### src/rtl/mem_scan_ctrl_pkg.sv
// Shared types and constants for the memory-scan display controller:
// FSM state encoding, seven-segment table and the timeout fill word.
package mem_scan_ctrl_pkg;

  typedef enum logic [1:0] {
    ST_IDLE = 2'd0,
    ST_REQ  = 2'd1,
    ST_SHOW = 2'd2
  } state_e;

  // Active-low segment patterns, bit order g..a, indexed by hex digit.
  localparam logic [6:0] SEG_TABLE [16] = '{
    7'h40, 7'h79, 7'h24, 7'h30, 7'h19, 7'h12, 7'h02, 7'h78,
    7'h00, 7'h10, 7'h08, 7'h03, 7'h46, 7'h21, 7'h06, 7'h0E
  };

  localparam logic [15:0] TIMEOUT_FILL = 16'hEEEE;

endpackage

### src/rtl/mem_scan_ctrl_hex7seg.sv
// Combinational hex digit to active-low seven-segment decoder.
module hex7seg
  import mem_scan_ctrl_pkg::*;
(
  input  logic [3:0] hex,
  output logic [6:0] seg
);

  assign seg = SEG_TABLE[hex];

endmodule

### src/rtl/mem_scan_ctrl.sv
// Reads one 16-bit word from a memory at the user-selected address and shows
// it as four multiplexed hex digits, refreshing once per display frame.
module mem_scan_ctrl
  import mem_scan_ctrl_pkg::*;
#(
  parameter int unsigned SCAN_DIV    = 50000,
  parameter int unsigned ACK_TIMEOUT = 15
) (
  input  logic        clk,
  input  logic        rst,
  input  logic [3:0]  addr_a,
  output logic [3:0]  mem_addr,
  output logic        mem_rd,
  input  logic        mem_ack,
  input  logic [15:0] mem_rdata,
  output logic [3:0]  sel,
  output logic [7:0]  data,
  output logic        err
);

  localparam int unsigned DIV_W = $clog2(SCAN_DIV);
  localparam int unsigned TMO_W = $clog2(ACK_TIMEOUT) + 1;

  state_e             state_q, state_d;
  logic               launch;
  logic               rd_q;
  logic [3:0]         addr_q;
  logic [TMO_W-1:0]   tmo_q;
  logic               tmo_done;
  logic [15:0]        word_q;
  logic               err_q;

  logic [DIV_W-1:0]   div_q;
  logic [1:0]         idx_q;
  logic               div_wrap;
  logic               frame_end;
  logic [6:0]         seg;
  logic [3:0]         sel_q;
  logic [7:0]         data_q;

  assign div_wrap  = (div_q == DIV_W'(SCAN_DIV - 1));
  assign frame_end = div_wrap && (idx_q == 2'd3);
  assign tmo_done  = (tmo_q == TMO_W'(ACK_TIMEOUT - 1));

  // NOTE: every output of a combinational block gets a default first so no
  // path through the case can leave it unassigned and infer a latch.
  always_comb begin
    state_d = state_q;
    launch  = 1'b0;
    unique case (state_q)
      // The first REQ cycle after reset has no read in flight yet: it only
      // captures the address and raises the request.
      ST_REQ: begin
        if (!rd_q) begin
          launch = 1'b1;
        end else if (mem_ack || tmo_done) begin
          state_d = ST_SHOW;
        end
      end
      ST_SHOW, ST_IDLE: begin
        if ((addr_a != addr_q) || frame_end) begin
          state_d = ST_REQ;
          launch  = 1'b1;
        end else begin
          state_d = ST_IDLE;
        end
      end
      default: state_d = ST_REQ;
    endcase
  end

  // NOTE: sequential state uses non-blocking assignments so every register
  // samples the pre-edge values regardless of statement order.
  always_ff @(posedge clk or negedge rst) begin
    if (!rst) begin
      state_q <= ST_REQ;
      rd_q    <= 1'b0;
      addr_q  <= '0;
      tmo_q   <= '0;
      word_q  <= '0;
      err_q   <= 1'b0;
    end else begin
      state_q <= state_d;
      if (launch) begin
        addr_q <= addr_a;
        rd_q   <= 1'b1;
        tmo_q  <= '0;
      end else if (rd_q) begin
        // An ack in the timeout cycle still wins and delivers real data.
        if (mem_ack) begin
          word_q <= mem_rdata;
          err_q  <= 1'b0;
          rd_q   <= 1'b0;
        end else if (tmo_done) begin
          word_q <= TIMEOUT_FILL;
          err_q  <= 1'b1;
          rd_q   <= 1'b0;
        end else begin
          tmo_q <= tmo_q + 1'b1;
        end
      end
    end
  end

  hex7seg u_hex7seg (
    .hex (word_q[{idx_q, 2'b00} +: 4]),
    .seg (seg)
  );

  always_ff @(posedge clk or negedge rst) begin
    if (!rst) begin
      div_q  <= '0;
      idx_q  <= '0;
      sel_q  <= 4'hF;
      data_q <= 8'hFF;
    end else begin
      div_q <= div_wrap ? '0 : div_q + 1'b1;
      if (div_wrap) begin
        idx_q <= idx_q + 1'b1;
      end
      sel_q  <= ~(4'b0001 << idx_q);
      data_q <= {1'b1, seg};
    end
  end

  assign mem_addr = addr_q;
  assign mem_rd   = rd_q;
  assign err      = err_q;
  assign sel      = sel_q;
  assign data     = data_q;

endmodule

### config.mk
export PLATFORM = sky130hd
export DESIGN_NAME = mem_scan_ctrl
export DESIGN_NICKNAME = d
export VERILOG_FILES = /design/src/rtl/mem_scan_ctrl_pkg.sv /design/src/rtl/mem_scan_ctrl_hex7seg.sv /design/src/rtl/mem_scan_ctrl.sv
export SDC_FILE = /design/constraint.sdc
export NUM_CORES = 1
export LEC_CHECK = 0
export ABC_AREA = 1
export BUFFER_PORTS_ARGS = -buffer_cell sky130_fd_sc_hd__buf_4
export CELL_PAD_IN_SITES_DETAIL_PLACEMENT = 2
export CELL_PAD_IN_SITES_GLOBAL_PLACEMENT = 2
export CORE_ASPECT_RATIO = 0.75
export CORE_MARGIN = 1
export CORE_UTILIZATION = 34
export DETAILED_ROUTE_END_ITERATION = 10
export GPL_TIMING_DRIVEN = 1
export PLACE_DENSITY_LB_ADDON = 0.1
export SYNTH_ARGS = -nofsm -noshare
export SYNTH_HDL_FRONTEND = slang
export SYNTH_SLANG_ARGS = --single-unit
### constraint.sdc
create_clock -name clk -period 1.95 [get_ports clk]
set_clock_uncertainty 0.05 [all_clocks]
set_input_delay 0.0975 -clock clk [delete_from_list [all_inputs] [get_ports clk]]
set_output_delay 0.0975 -clock clk [all_outputs]
set_load 0.01 [all_outputs]
==> results of run 1 <==
-- sequential cells by signal, indices dropped and copies added, names as in the netlist, 2 cells and up --
signal	cells
mem_addr	4
word_q	16
sel	4
idx_q	2
data	7
state_q	2
tmo_q	5
div_q	16
-- cell type report --
type / count / share of cell area (%)
flip-flops and latches: 58 / 38.6
multi-input cells: 264 / 36.4
repair buffers: 48 / 9.79
clock buffers: 13 / 6.57
inverters: 47 / 4.73
well taps: 108 / 3.55
clock inverters: 3 / 0.394
-- cell usage in the layout, fill, tap and decap left out, drive strengths merged, types with 6 or more instances in the layout --
cell type,netlist,layout
dfrtp,46,46
o21ai,15,15
or2,12,12
xor2,11,11
buf,7,43
nand2,116,116
clkbuf,1,13
ha,13,13
nand3,39,39
inv,47,46
nor2,33,33
nor3,6,6
dfstp,12,12
-- metrics by stage --
stage	cell area (um2)	worst slack, ns	std cells
CTS	3800	0.0238	541
floorplan	3100	0.353	377
finish	3810	0.150	541
global route	3810	0.00380	541
detailed placement	3480	0.0309	520
global placement	3480	0.182	520
-- report_power, final --
part	total, mW	internal, mW	switching, mW
Sequential	1.82	1.59	0.234
Combinational	1.64	0.617	1.03
Clock	1.42	0.887	0.533
-- worst max-delay path, stage by stage, from the launching register on --
cell and delay [ns]:
dfrtp_2 0.49, o21ai_0 0.25, nand2_1 0.19, ha_1 0.36, o21ai_0 0.23, nand2_1 0.10
nand2_1 0.08
-- repair_timing --
action | in CTS | in global routing
endpoints found under the hold margin | 50 | 0
resized for setup | 0 | 5
hold buffers | 5 | 0
setup endpoints to repair | 0 | 22
-- metal layers --
metal / GRT usage (%) / vias to the layer above / share of wire (%)
met1: 25.9 / 1262 / 50
met3: 5.27 / 11 / 3.9
met5: 0 / - / 0
li1: - / 1276 / -
met4: 6.55 / 0 / 1.4
met2: 31.8 / 42 / 45
-- cell families after synthesis --
group           count (synthesis)
compound gates                 23
xor+xnor                       16
fa+ha+maj                      13
buf+inv                        55
flops                          58
other cells                     1
simple gates                  211
-- synthesized netlist by cell type --
cell / n / area share (%)
nand2_1: 110 / 13
dfrtp_1: 46 / 37
inv_1: 42 / 5.1
nand3_1: 37 / 6.0
nor2_1: 29 / 3.5
ha_1: 13 / 5.3
o21ai_0: 13 / 2.1
dfstp_2: 12 / 10
or2_2: 12 / 2.4
xor2_1: 11 / 3.1
nor3_1: 6 / 0.97
a21oi_1: 5 / 0.81
xnor2_1: 5 / 1.4
buf_4: 4 / 0.97
inv_2: 4 / 0.48
nand2_2: 4 / 0.81
nand4_1: 4 / 0.81
nor2_2: 3 / 0.61
buf_6: 2 / 0.73
nand3_2: 2 / 0.65
o21ai_1: 2 / 0.32
a21o_1: 1 / 0.24
a2bb2oi_1: 1 / 0.28
buf_8: 1 / 0.48
clkbuf_1: 1 / 0.12
conb_1: 1 / 0.12
inv_4: 1 / 0.20
nand2_4: 1 / 0.36
nand2_8: 1 / 0.65
nor2_4: 1 / 0.36
nor3b_1: 1 / 0.24
o22ai_1: 1 / 0.20
-- final timing paths --
kind                         startpoint        end  depth (start not counted)
min                        mem_rdata[6]  word_q[6]                          4
min in group asynchronous           rst  div_q[12]                          2
max reg2reg                    idx_q[0]    data[3]                          6
max in group asynchronous           rst   idx_q[0]                          2
min reg2reg                   word_q[9]  word_q[9]                          2
max                            idx_q[0]    data[3]                          6
==> results.yml, run 1 <==
run_status:
  status: "finished with violations"
  violations: "design-rule violations"
sta:
  worst_pin_slew_ns: 0.738
  whs_ns: 0.0371
  finalSetupViolCount: 0
  setup_tns_ns: 0
  rsz0062_at_grt: "false"
  clock.fmax_ghz: 0.555
  hold_viol_final: 0
  report.final.slew_viol_count: 0
  fin_crit_sh_pct: 92.3
  relSlewSlack_pct: 50.8
  min_period_ns: 1.80
setup_path:
  worstPathArrival_ns: 2.02
  r2r_setup_slack_ns: 0.15
  end_kind: "flip-flop"
  start_kind: "flip-flop"
  crit_type: "reg -> reg"
  crit_fanout: 12
  worstPathRequired_ns: 2.17
route:
  post-route-drc-count: 3
  drt_iter0_drc: 76
  wl_per_cell_um: 15.4
  routed_wirelength_mm: 8.32
  final_antenna_net_count: 0
  first_pass_iters: 7
  num_vias: 2591
  viasPerCell: 4.79
clocking:
  root_buffer: "clkbuf_16"
  cts_buffers: 9
  cts_buffer_depth: 2
  htreeDepth: 3
  post_cts_buffers: 0
  cts_tree: "done"
  path_clk_slew_ns: 0.05
  clk_latency_ns: 0.33
  cts.sink_count: 58
placement:
  dp_hpwl_mm: 6.13
  gp_congestion: 0.767
  io_buffers: 39
floorplan:
  ioPinCount: 41
  fp.dieH_um: 84.7
  dieWidth_um: 112
  rows: 29
  core_area_um2: 8640
  fp.dieArea_um2: 9500
  start_util_pct: 35.9
finish:
  multi_input_area_um2: 1390
  nFillCells: 989
  nets: 464
  diodes: 0
  seq_area_um2: 1470
  post-route-util_pct: 44.1
  drive_gt1_share_pct: 23.1
  area_delta_synth_final_pct: 23.0
grt:
  grt_pass1_vias: 2940
  grt_pass1_wl_mm: 14.6
  grt_usage_pct: 19.8
  antenna_found_initial: 0
  grt_max_degree: 59
  grt_overflow: 0
power_and_ir_drop:
  peakVddDrop_mv: 0.543
  power.total_mw: 4.89
  power.leakage_nw: 1.92
  powerDensity_nw_per_um2: 1280
synthesis:
  synth_top_family_by_area: "simple AND/OR/NAND/NOR gates"
  synth_compound_area_share_pct: 3.96
  synth-simple-area-share_pct: 30.7
  synth_cells: 377
  synth_xor_area_share_pct: 4.53
  syn-cell-area_um2: 3100
  syn_avg_cell_area_um2: 8.21
  yosysUniqueCellTypes: 32
  synth-seq-cells: 58
  ys_warn_count: 0
  synth_seq_area_share_pct: 47.4
  syn-num-nets: 413
  synth-adder-area-share_pct: 5.25
  muxShareOfSynthArea_pct: 0
min_path:
  hold_path_class: "in -> reg"
flow_run:
  maxCapViolCount: 0
No activity file was read; power rests on OpenSTA's default activity.
==> run 2, diff against run 1 <==
Settings changed: CELL_PAD_IN_SITES_DETAIL_PLACEMENT 2 to default, CELL_PAD_IN_SITES_GLOBAL_PLACEMENT 2 to default, CORE_UTILIZATION 34 to 57, SYNTH_HIERARCHICAL from default to 1.
==> run 2 against run 1 <==
The run now ends clean. Largest power group unchanged. Power down 8.6%. Via count down 5.1%. Worst hold slack worse by 0.0079 ns. Critical path type unchanged. Global-route usage up 3.9 points. Critical endpoint unchanged. Non-clock buffer count unchanged. Utilization up 29 points. Die area down 40%. Critical path depth up 2. Register-to-register slack worse by 0.02 ns. Sequential power about the same. Routed wire length down 29%.
==> results.yml, run 2 <==
run_status:
  status: "complete, no violations"
grt:
  grt_overflow: 0
  grt_usage_pct: 23.6
  grt_pass1_wl_mm: 10.2
  grt_pass1_vias: 2268
  grt_max_degree: 59
  antenna_found_initial: 0
min_path:
  hp-start: "mem_rdata[15]"
  hold_path_class: "in -> reg"
finish:
  diodes: 0
  design_area_um2: 3710
  drive_gt1_share_pct: 23.0
  area_delta_synth_final_pct: 19.8
  seq_area_um2: 1470
  mostFrequentLayoutCells: "nand2_1 (101), dfrtp_1 (45), buf_4 (43)"
  nets: 466
  nFillCells: 403
  final_common_cell: "nand2_1"
  post-route-util_pct: 73.3
  multi_input_area_um2: 1400
sta:
  fin_crit_sh_pct: 93.1
  rsz0062_at_grt: "false"
  finalSetupViolCount: 0
  worst_pin_slew_ns: 0.698
  layout_setup_ws_ns: 0.134
  report.final.slew_viol_count: 0
  clock.fmax_ghz: 0.551
  min_period_ns: 1.82
  relSlewSlack_pct: 53.5
  setup_tns_ns: 0
  hold_viol_final: 0
synthesis:
  syn_avg_cell_area_um2: 8.18
  syn-num-nets: 416
  synth_cells: 379
  synth_area_leader_cell: "dfrtp_1"
  syn-cell-area_um2: 3100
  synth_ff_type: "dfrtp_1"
  yosys-top-cells-area: "dfrtp_1 (37%), nand2_1 (12%), dfstp_2 (10%)"
  async_flop_share_pct: 100
  synth_most_common_cell: "nand2_1"
  synth_seq_area_share_pct: 47.3
  synth-seq-cells: 58
  yosys-top-cells-count: "nand2_1 (101), dfrtp_1 (46), inv_1 (44), nor2_1 (40), nand3_1 (39)"
  synth_edf_count: 0
  ys_warn_count: 6
  yosysUniqueCellTypes: 31
  yosysTopAreaCellShare_pct: 37.1
setup_path:
  r2r_setup_slack_ns: 0.13
  r2r-end: "data[3]"
  worstReg2RegStart: "idx_q[0]"
  worstPathCellList: "clkinvlp_4, o21ai_0, o22ai_2, inv_2, ha_1, nand2_1, nand3_1, nand2_1"
  start_kind: "flip-flop"
  end_kind: "flip-flop"
  crit_fanout: 9
  crit_end: "data[3]"
  crit_top_cell: "nand2_1"
  crit_type: "reg -> reg"
  worstPathRequired_ns: 2.17
  max_stage_delay_ns: 0.45
  worstPathArrival_ns: 2.03
  slowest_stage: "dfrtp_2"
  setup.worst_path.start: "idx_q[0]"
  worstRegToRegCells: 8
clocking:
  cts_tree: "done"
  root_buffer: "clkbuf_8"
  post_cts_buffers: 0
  cts_buffer_depth: 2
  cts_buffers: 9
  cts.sink_count: 58
  path_clk_slew_ns: 0.07
  htreeDepth: 3
  clk_latency_ns: 0.33
placement:
  place_area_um2: 3440
  io_buffers: 39
  dp_slack_ns: -0.0626
  gp_congestion: 0.861
  dp_hpwl_mm: 4.18
route:
  final_antenna_net_count: 0
  first_pass_iters: 4
  routed_wirelength_mm: 5.88
  wl_per_cell_um: 11.6
  post-route-drc-count: 0
  num_vias: 2460
  drt_iter0_drc: 138
  viasPerCell: 4.86
flow_run:
  maxCapViolCount: 0
floorplan:
  ioPinCount: 41
  fp.dieH_um: 65.9
  dieWidth_um: 87.2
  start_util_pct: 61.2
  fp.dieArea_um2: 5740
  core_area_um2: 5060
  rows: 22
power_and_ir_drop:
  powerDensity_nw_per_um2: 1200
  power.leakage_nw: 1.94
  power.total_mw: 4.47
  peakVddDrop_mv: 0.718
## run 2: cell types whose count changed after synthesis, sizes merged, moves of 2 or more
| cell | change |
|---|---|
| nor2 | +9 |
| o22ai | +4 |
| nor3 | -2 |
| o21ai | +2 |
| nand2 | -11 |
| a21oi | -3 |
## run 2: how the worst min path moves through the flow
stage | end | slack [ns] | depth (start not counted)
2_1_floorplan | div_q[0] | -0.25 | 0
3_3_place_gp | div_q[13] | 0.14 | 1
3_5_place_dp | div_q[13] | 0.15 | 1
4_1_cts | word_q[15] | 0.01 | 4
5_1_grt | word_q[3] | 0.03 | 4
6_report | word_q[15] | 0.03 | 4
## run 2: per-layer routing
layer	up-vias	global-route usage (%)	wire, um	part of all wire (%)
met1	1098	32.7	3030	52
met4	0	7.99	48	0.82
met5	-	0	0	0
li1	1279	-	-	-
met3	7	7.62	340	5.8
met2	76	35.1	2460	42
## run 2: final cells by class
type                       count  area share (%)
timing repair buffer          48            10.0
tap                           72            2.43
inverter                      48            4.95
clock buffer                  13            4.28
clock inverter                 3            1.08
sequential                    58            39.5
multi-input combinational    264            37.7
## run 2: cells by family after synthesis
family,Yosys count,synth area share (%)
other cells,1,0.121
buf+inv,57,8.31
flops,58,47.3
simple gates,207,29.4
xor+xnor,17,4.80
fa+ha+maj,14,5.65
compound gates,25,4.44
## run 2: worst max-delay path, delay by kind of cell (launching register included)
kind / cells / cell delay [ns]
AND/OR/NAND/NOR: 3 / 0.22
adder cells (fa/ha/maj): 1 / 0.25
buffers and inverters: 2 / 0.32
AO/OA/AOI/OAI: 2 / 0.46
flip-flops: 1 / 0.45
## run 2: what timing repair did
action                                  4_1_cts  5_1_grt
pin swaps                                     0        1
endpoints found under the hold margin        50        0
hold buffers                                  5        0
gates resized for setup                       2        6
endpoints found under the setup margin        4        7
## run 2: stage by stage
step / cells / hold WS (ns)
2_1_floorplan: 379 / -0.248
3_3_place_gp: 485 / 0.144
3_5_place_dp: 485 / 0.147
4_1_cts: 506 / 0.0124
5_1_grt: 506 / 0.0280
6_report: 506 / 0.0293
## run 2: power by group
part           total (mW)  internal [mW]  leakage [nW]  switching, mW
registers            1.80           1.59         0.709          0.207
logic                1.57          0.625          1.13          0.946
clock network        1.10          0.656         0.103          0.447
total                4.47           2.87          1.94           1.60
